--- config.mk ---
export PLATFORM = sky130hd
export DESIGN_NAME = sprw_arbiter_flat
export DESIGN_NICKNAME = d
export VERILOG_FILES = /design/src/rtl/sprw_arbiter_if.sv /design/src/rtl/sprw_arbiter.sv /design/src/flat_wrapper.sv
export SDC_FILE = /design/constraint.sdc
export NUM_CORES = 1
export LEC_CHECK = 0
export ABC_AREA = 1
export CORE_AREA = 2 2 142 144
export DETAILED_ROUTE_END_ITERATION = 16
export DIE_AREA = 0 0 144 146
export DONT_BUFFER_PORTS = 1
export HOLD_SLACK_MARGIN = 0.06
export REMOVE_ABC_BUFFERS = 1
export SETUP_SLACK_MARGIN = 0.2
export SYNTH_ARGS = -nofsm -noshare
export SYNTH_HDL_FRONTEND = slang
export SYNTH_SLANG_ARGS = --single-unit
--- constraint.sdc ---
create_clock -name clk -period 5.75 [get_ports clk]
set_clock_uncertainty 0.15 [all_clocks]
set_input_delay 0.575 -clock clk [delete_from_list [all_inputs] [get_ports clk]]
set_output_delay 0.575 -clock clk [all_outputs]
set_load 0.02 [all_outputs]
--- src/rtl/sprw_arbiter_if.sv ---
// Requester-side request/response bundle for the SPARROW pipeline arbiter.
// master = requester array, slave = arbiter.
interface sprw_arbiter_if #(
    parameter int NREQ = 2
);
    logic [NREQ-1:0]    req_valid;
    logic [NREQ-1:0]    req_ready;
    logic [32*NREQ-1:0] req_ra;
    logic [32*NREQ-1:0] req_rb;
    logic [32*NREQ-1:0] req_instr;
    logic [NREQ-1:0]    rsp_valid;
    logic [31:0]        rsp_data;
    logic [NREQ-1:0]    rsp_ready;

    modport master (
        output req_valid, req_ra, req_rb, req_instr, rsp_ready,
        input  req_ready, rsp_valid, rsp_data
    );

    modport slave (
        input  req_valid, req_ra, req_rb, req_instr, rsp_ready,
        output req_ready, rsp_valid, rsp_data
    );
endinterface

--- src/rtl/sprw_arbiter.sv ---
// Round-robin sharing of one SPARROW SIMD pipeline among NREQ requesters.
// A tag pipe tracks each op so its result returns to the issuing requester.
module sprw_arbiter #(
    parameter int NREQ     = 2,
    parameter int IDW      = 3,
    parameter int SPRW_LAT = 2
) (
    input  logic              clk,
    input  logic              rst,
    sprw_arbiter_if.slave     bus,
    output logic [31:0]       sprw_ra,
    output logic [31:0]       sprw_rb,
    output logic [31:0]       sprw_instr,
    output logic              sprw_holdn,
    input  logic [31:0]       sprw_result,
    output logic              busy
);
    logic [SPRW_LAT:0]          tv;
    logic [SPRW_LAT:0][IDW-1:0] tid;
    logic [IDW-1:0]             ptr;
    logic [IDW-1:0]             nptr;
    logic [IDW-1:0]             win;
    logic                       accept;
    logic [2*NREQ-1:0]          rot;
    logic [IDW:0]               sum;
    logic [31:0]                wra;
    logic [31:0]                wrb;
    logic [31:0]                winstr;

    // Response side: tail tag selects the requester; stall if it is not ready.
    always_comb begin
        bus.rsp_valid = '0;
        for (int i = 0; i < NREQ; i++)
            bus.rsp_valid[i] = tv[SPRW_LAT] && (tid[SPRW_LAT] == IDW'(i));
    end

    assign sprw_holdn   = ~|(bus.rsp_valid & ~bus.rsp_ready);
    assign bus.rsp_data = sprw_result;
    assign busy         = |tv;

    // Rotate so bit 0 is the requester at ptr, then take the first set bit.
    always_comb begin
        rot    = {bus.req_valid, bus.req_valid} >> ptr;
        accept = 1'b0;
        win    = '0;
        sum    = '0;
        for (int k = 0; k < NREQ; k++) begin
            if (!accept && rot[k]) begin
                accept = 1'b1;
                sum    = {1'b0, ptr} + (IDW+1)'(k);
                if (sum >= (IDW+1)'(NREQ))
                    sum = sum - (IDW+1)'(NREQ);
                win = sum[IDW-1:0];
            end
        end
        accept = accept && sprw_holdn && !rst;
    end

    always_comb begin
        bus.req_ready = '0;
        for (int i = 0; i < NREQ; i++)
            bus.req_ready[i] = accept && (win == IDW'(i));
    end

    always_comb begin
        wra    = '0;
        wrb    = '0;
        winstr = '0;
        for (int i = 0; i < NREQ; i++) begin
            if (win == IDW'(i)) begin
                wra    = bus.req_ra[32*i +: 32];
                wrb    = bus.req_rb[32*i +: 32];
                winstr = bus.req_instr[32*i +: 32];
            end
        end
    end

    assign nptr = (win == IDW'(NREQ-1)) ? '0 : win + 1'b1;

    always_ff @(posedge clk or posedge rst) begin
        if (rst) begin
            tv         <= '0;
            tid        <= '0;
            ptr        <= '0;
            sprw_ra    <= '0;
            sprw_rb    <= '0;
            sprw_instr <= '0;
        end else if (sprw_holdn) begin
            tv  <= {tv[SPRW_LAT-1:0], accept};
            tid <= {tid[SPRW_LAT-1:0], win};
            if (accept) begin
                ptr        <= nptr;
                sprw_ra    <= wra;
                sprw_rb    <= wrb;
                sprw_instr <= winstr;
            end
        end
    end
endmodule

--- src/flat_wrapper.sv ---
// flat-port wrapper written by rule: the top's interface ports become plain ports
module sprw_arbiter_flat 
#(
    parameter int NREQ     = 2,
    parameter int IDW      = 3,
    parameter int SPRW_LAT = 2
)
  (clk, rst, sprw_ra, sprw_rb, sprw_instr, sprw_holdn, sprw_result, busy, bus_req_valid, bus_req_ra, bus_req_rb, bus_req_instr, bus_rsp_ready, bus_req_ready, bus_rsp_valid, bus_rsp_data);
  sprw_arbiter_if #(.NREQ(NREQ)) bus_i ();
  input  logic clk;
  input  logic rst;
  output logic [31:0] sprw_ra;
  output logic [31:0] sprw_rb;
  output logic [31:0] sprw_instr;
  output logic sprw_holdn;
  input  logic [31:0] sprw_result;
  output logic busy;
  input wire logic [$bits(bus_i.req_valid)-1:0] bus_req_valid;
  input wire logic [$bits(bus_i.req_ra)-1:0] bus_req_ra;
  input wire logic [$bits(bus_i.req_rb)-1:0] bus_req_rb;
  input wire logic [$bits(bus_i.req_instr)-1:0] bus_req_instr;
  input wire logic [$bits(bus_i.rsp_ready)-1:0] bus_rsp_ready;
  output wire logic [$bits(bus_i.req_ready)-1:0] bus_req_ready;
  output wire logic [$bits(bus_i.rsp_valid)-1:0] bus_rsp_valid;
  output wire logic [$bits(bus_i.rsp_data)-1:0] bus_rsp_data;
  assign bus_i.req_valid = bus_req_valid;
  assign bus_i.req_ra = bus_req_ra;
  assign bus_i.req_rb = bus_req_rb;
  assign bus_i.req_instr = bus_req_instr;
  assign bus_i.rsp_ready = bus_rsp_ready;
  assign bus_req_ready = bus_i.req_ready;
  assign bus_rsp_valid = bus_i.rsp_valid;
  assign bus_rsp_data = bus_i.rsp_data;
  sprw_arbiter #(.NREQ(NREQ), .IDW(IDW), .SPRW_LAT(SPRW_LAT)) u_core (.clk(clk), .rst(rst), .bus(bus_i), .sprw_ra(sprw_ra), .sprw_rb(sprw_rb), .sprw_instr(sprw_instr), .sprw_holdn(sprw_holdn), .sprw_result(sprw_result), .busy(busy));
endmodule
==> metrics.csv <==
metric,value,unit
area post-placement,5490,sq um
initial antenna violation count,1,
Pwr Total,1.49,mW
fmax,0.328,GHz
Overflow after GRT,0,
drt drc,0,
post-route ant nets,0,
sequential share of power,57.8,%
maximum VDD drop,0.120,mV
gr usage total,15.1,%
"EDFF count, synth",0,
# port buffers,0,
sequential area share after synthesis,49.2,%
IO Count,364,
RSZ-0062 raised after global routing,no,
ys flop type,dfrtp_1,
first-pass GRT wire length,24400,um
cell-internal power,1.12,mW
Util after Layout,29.8,%
Nets,846,
CP Buf/Inv Count,1,
Startpoint Class,flip-flop,
Async SR Flop Fraction,100,%
DRT iter0 DRCs,302,
worst endpoint required time,5030,ps
# H-tree levels,3,
top post-synthesis cells by count,"290 x nand3_1, 129 x nand2_1, 111 x dfrtp_1",
HP Class,primary input to async pin,
# rows,51,
final instance area,5760,sq um
mapped cell area,5640,sq um
Die X,144,um
Hold Buf Count CTS,0,
largest net degree at the start of global routing,99,
clock root cell,clkbuf_16,
largest area contributor in the netlist,dfrtp_1,
clk slew on worst S/H paths,80,ps
final worst-path cycle share,53.1,%
arrival time at the worst endpoint,2330,ps
DR WL/cell,18.7,um
YS warnings,0,
Pre-Repair DR Iteration Count,4,
Critical Path Fanout Max,7,
CTS tree,done,
critical path type,flip-flop to output port,
# setup viols final,0,
Resized cells post-CTS,0,
Die ar.,21000,sq um
Die Y,146,um
cell with the most instances after synthesis,nand3_1,
vias per cell,5.24,
cell count after synthesis,679,
ranking of synthesized cells by area,"dfrtp_1 49%, nand3_1 26%, nand2_1 8.6%",
final hold vios,0,
post-synth top area share,49.2,%
most frequent CP cell,nand2_1,
Final TNS setup,0,ps
share of cells above drive strength 1,5.83,%
reg2reg start,u_core.ptr[0],
CTS Buffer Depth,2,
CP max-delay cell,nor3_1,
CP cell instances,ha_1 > inv_1 > nand2_1 > nand2_1 > nand2_1 > nand2_1 > nand2_1 > nand2_1 > nand2_1 > nor3_1,
#FFs+latches synth,111,
Core Area,19300,sq um
Worst-Skew Late Latency,340,ps
antenna diode count,0,
P_sw,0.373,mW
Period minus WS final,3050,ps
"setup slack, reg-to-reg",3070,ps
status,finished clean,
CP startpoint,u_core.ptr[0],
syn_area_per_cell,8.31,sq um
Leakage,2.66,nW
combinational power share,3.2,%
actual slew at the worst max-slew pin,1060,ps
switch share,25.0,%
GP Congestion,0.766,
R2R Path End,u_core.sprw_ra[27],
routed via count,4623,
number of library cell types mapped by synthesis,27,
routed wire length,16500,um
area grow syn2layout,2.04,%
"delay-heaviest family, CP",simple AND/OR/NAND/NOR gates,
TritonCTS Buffers,9,
vias in the first global route,4447,
"Slew Viols, Final",0,
crit end category,output port,
pwr dens,259,nW/um^2
Worst Setup EP,bus_req_ready[1],
CP Depth,10,
clock sinks,111,
Slew HR,29.0,%
Post-CTS Setup Bufs,0,
initial core utilization,29.2,%
Clock Power Share,39.0,%
max-cap violation count,0,
R2R depth,11,
Post-DP HPWL,11700,um
crit-path max cell delay,560,ps
## power by group through the flow
stage | clock network, mW | logic (mW) | registers, mW
2_1_floorplan | 0 | 0.0392 | 0.868
3_3_place_gp | 0 | 0.0478 | 0.877
3_5_place_dp | 0 | 0.0502 | 0.876
4_1_cts | 0.605 | 0.0498 | 0.861
5_1_grt | 0.639 | 0.0581 | 0.864
6_report | 0.582 | 0.0476 | 0.861
## layout make-up
| type | count | area [sq um] |
|---|---|---|
| Fill cell | 2063 | 13600 |
| Clock buffer | 11 | 233 |
| Multi-Input combinational cell | 462 | 2240 |
| Tap cell | 265 | 332 |
| Sequential cell | 111 | 2780 |
| Timing Repair Buffer | 7 | 52.6 |
| Clock inverter | 4 | 32.5 |
| Inverter | 23 | 88.8 |
## sequential cells by signal, summed over array words and instances (netlist names)
register           flops
u_core.tv              3
u_core.sprw_instr     32
u_core.sprw_ra        32
u_core.ptr             3
u_core.tid             9
u_core.sprw_rb        32
## through the flow
stage,hold slack (ps),setup slack [ps],std cells
6_report,58.7,2700,883
3_3_place_gp,309,2900,868
3_5_place_dp,323,2910,868
4_1_cts,80.0,2650,883
5_1_grt,112,2480,883
2_1_floorplan,299,-346,596
## cell families (layout without fill, tap and decap cells)
| kind of cell | Yosys count | count (layout) | share of synthesized area [%] |
|---|---|---|---|
| fa+ha+maj | 2 | 2 | 0.443 |
| flops | 111 | 111 | 49.2 |
| buf+inv | 106 | 45 | 11.0 |
| simple gates | 447 | 447 | 37.8 |
| compound gates | 13 | 13 | 1.49 |
## routing by layer
layer | wire (um) | track usage, % | vias to the layer above
met1 | 6320 | 17.7 | 2160
met3 | 2500 | 9.74 | 25
met4 | 356 | 5.00 | 2
met2 | 7300 | 22.3 | 303
li1 | - | - | 2133
met5 | 12 | 0.957 | -
## cells in the final DEF, fill, tap and decap left out, types with 3 or more instances in the layout
master,instances
buf_4,7
clkbuf_16,9
dfrtp_1,111
inv_1,17
inv_2,4
nand2_1,129
nand3_1,290
nand4_1,3
nor2_1,9
nor3b_1,4
o21ai_0,10
## worst min-delay path by stage
stage                       endpoint  depth (start not counted)
6_report       u_core.sprw_instr[10]                          1
3_5_place_dp           u_core.tid[5]                          2
4_1_cts        u_core.sprw_instr[10]                          1
2_1_floorplan           u_core.tv[2]                          2
5_1_grt        u_core.sprw_instr[10]                          1
3_3_place_gp            u_core.tv[2]                          2
Power figures use the tool's default switching activity.
==> variant, RTL diff (same flow settings) <==
`NREQ` is set to 2 in 3 places; all go to 1.
--- a/src/rtl/sprw_arbiter_if.sv
+++ b/src/rtl/sprw_arbiter_if.sv
@@ -3,3 +3,3 @@
 interface sprw_arbiter_if #(
-    parameter int NREQ = 2
+    parameter int NREQ = 1
 );
--- a/src/rtl/sprw_arbiter.sv
+++ b/src/rtl/sprw_arbiter.sv
@@ -3,3 +3,3 @@
 module sprw_arbiter #(
-    parameter int NREQ     = 2,
+    parameter int NREQ     = 1,
     parameter int IDW      = 3,
--- a/src/flat_wrapper.sv
+++ b/src/flat_wrapper.sv
@@ -3,3 +3,3 @@
 #(
-    parameter int NREQ     = 2,
+    parameter int NREQ     = 1,
     parameter int IDW      = 3,
Ports: changed (7 resized); port bits go from 364 to 264. No check against the original RTL was run, so the function may have changed too.
==> variant against the unedited design <==
First-iteration DRC count down 44%; global-route usage down 4.7 points; area after synthesis fell by 19%; non-clock buffer count shrank 3; sequential cell count unchanged; design area shrank 15%; setup slack improved by 0.22 ns; core utilization shrank 4.6 points; wire length is 33% lower.
Power is not compared: it rests on default switching activity, and its combinational part moved more than twofold at a synthesized area within 25%.
==> variant: results (changes against the unedited design) <==
metric	value	unit	change
cpPeakStageDelay	0.50	ns	-0.06 ns
routabilityCongestion	0.7375		-3.8%
drtIter0Drc	169		-44%
synth_common_cells	nand2_1 (309), dfrtp_1 (111), buf_4 (32)		
postCtsSetupBuffers	0		unchanged
ys_warn_count	0		unchanged
nets	621		-27%
synth_ff_type	dfrtp_1		
synthArstFlopShare	100.0	%	unchanged
dpl_cell_area	4579	um2	-17%
outcome	complete, no violations		
track_usage	10.42	%	-4.7 points
numCtsBuffers	9		unchanged
wl_per_cell	14.71	um	-21%
synth.area.top_cells	dfrtp_1 (61%), nand2_1 (25%), buf_4 (5.3%)		
seq_area_frac_synth	60.91	%	+12 points
drive_above_1_share	4.694	%	-1.1 points
dpl.hpwl	7.638	mm	-35%
grt_pass1_wl	16.66	mm	-32%
antenna_found_initial	1		unchanged
max-vdd-ir-drop	0.1427	mV	
clk_pin_slew	0.07	ns	
ys_types	19		-30%
io_buffers	0		unchanged
cts_root_buf	clkbuf_16		
reg.largest.list	u_core.sprw_instr x32, u_core.sprw_ra x32, u_core.sprw_rb x32		
grt_max_degree	100		+1.0%
avgViaCountPerCell	4.012		-23%
p_leak	0.002697	uW	
worst_slew_pin_slew	1.018	ns	-0.04721 ns
grt_pass1_vias	2944		-34%
crit_path_top_delay_cell	nor2_4		
nFillCells	2074		+0.53%
cts_buffer_depth	2		unchanged
crit_fanout	18		+11
clkLatencyLatePin	0.35	ns	
postRouteAntennaNets	0		unchanged
drtPass1Iterations	6		+2
cts_resized	0		unchanged
cts-htree-levels	3		unchanged
cp.arrival	2.10	ns	-0.23 ns
hold_path.class	input pin to asynchronous set/reset pin		
==> variant: worst max-delay path: cells and delay by family, from the launching register on <==
kind / cells / cell delay [ns]
and+or+nand+nor: 3 / 0.65
DFF: 1 / 0.39
adders and majority gates: 2 / 0.35
buffers and inverters: 3 / 0.28
AOI/OAI and AO/OA: 1 / 0.08
==> variant: logic make-up (layout without fill, tap and decap cells) <==
kind of cell / count (synthesis) / count (layout) / share of synthesized area, %
flip-flops: 111 / 111 / 60.91
AND/OR/NAND/NOR: 326 / 326 / 27.41
adder cells (fa/ha/maj): 4 / 4 / 1.097
buffers and inverters: 74 / 40 / 9.602
other: 0 / 1 / 0
AO/OA/AOI/OAI: 9 / 9 / 0.9876
==> variant: final timing paths <==
check,slack [ns],startpoint,cells after the start,to
setup reg to reg,2.93,u_core.tid[7],7,u_core.ptr[2]
setup / recovery,2.92,u_core.ptr[1],9,bus_req_ready
min in group clk,0.19,bus_req_rb[11],2,u_core.sprw_rb[11]
hold / removal,0.12,rst,1,u_core.tid[3]
hold reg to reg,0.31,u_core.tid[5],2,u_core.tid[8]
max in group asynchronous,4.25,rst,2,u_core.sprw_ra[29]
==> variant: cell type report <==
type,instances,area [um2],share of cell area [%]
well taps,265,331.6,6.804
flip-flops and latches,111,2778,57.00
inverters,20,77.57,1.592
diodes,1,2.502,0.05135
repair buffers,4,42.54,0.8729
clock inverters,5,58.81,1.207
clock buffers,11,232.7,4.775
multi-input cells,339,1350,27.70
==> variant: stage by stage <==
stage | utilization (%) | total power, uW | cells | worst slack [ns]
6_report | 25.21 | 1416 | 756 | 2.922
5_1_grt | 25.21 | 1487 | 756 | 2.560
4_1_cts | 25.19 | 1450 | 755 | 2.844
3_5_place_dp | 23.68 | 813.3 | 739 | 2.709
3_3_place_gp | 23.68 | 813.3 | 739 | 2.693
2_1_floorplan | - | 807.0 | 470 | 1.583
==> variant: layer usage <==
metal	vias to the layer above	GRT usage [%]	routed length, um
met4	0	3.971	140
met3	11	6.713	1613
met2	187	14.64	4721
met1	1380	12.48	4647
met5	-	2.632	0
li1	1455	-	-
==> variant: report_power, final <==
| group | internal (uW) | leakage, uW | total (uW) | switching (uW) |
|---|---|---|---|---|
| combinational | 0.663 | 0.00102 | 15.7 | 15.1 |
| sequential | 780 | 0.00154 | 780 | 0.0000000000000803 |
| clock | 339 | 0.000136 | 620 | 281 |
| total | 1120 | 0.00270 | 1420 | 296 |
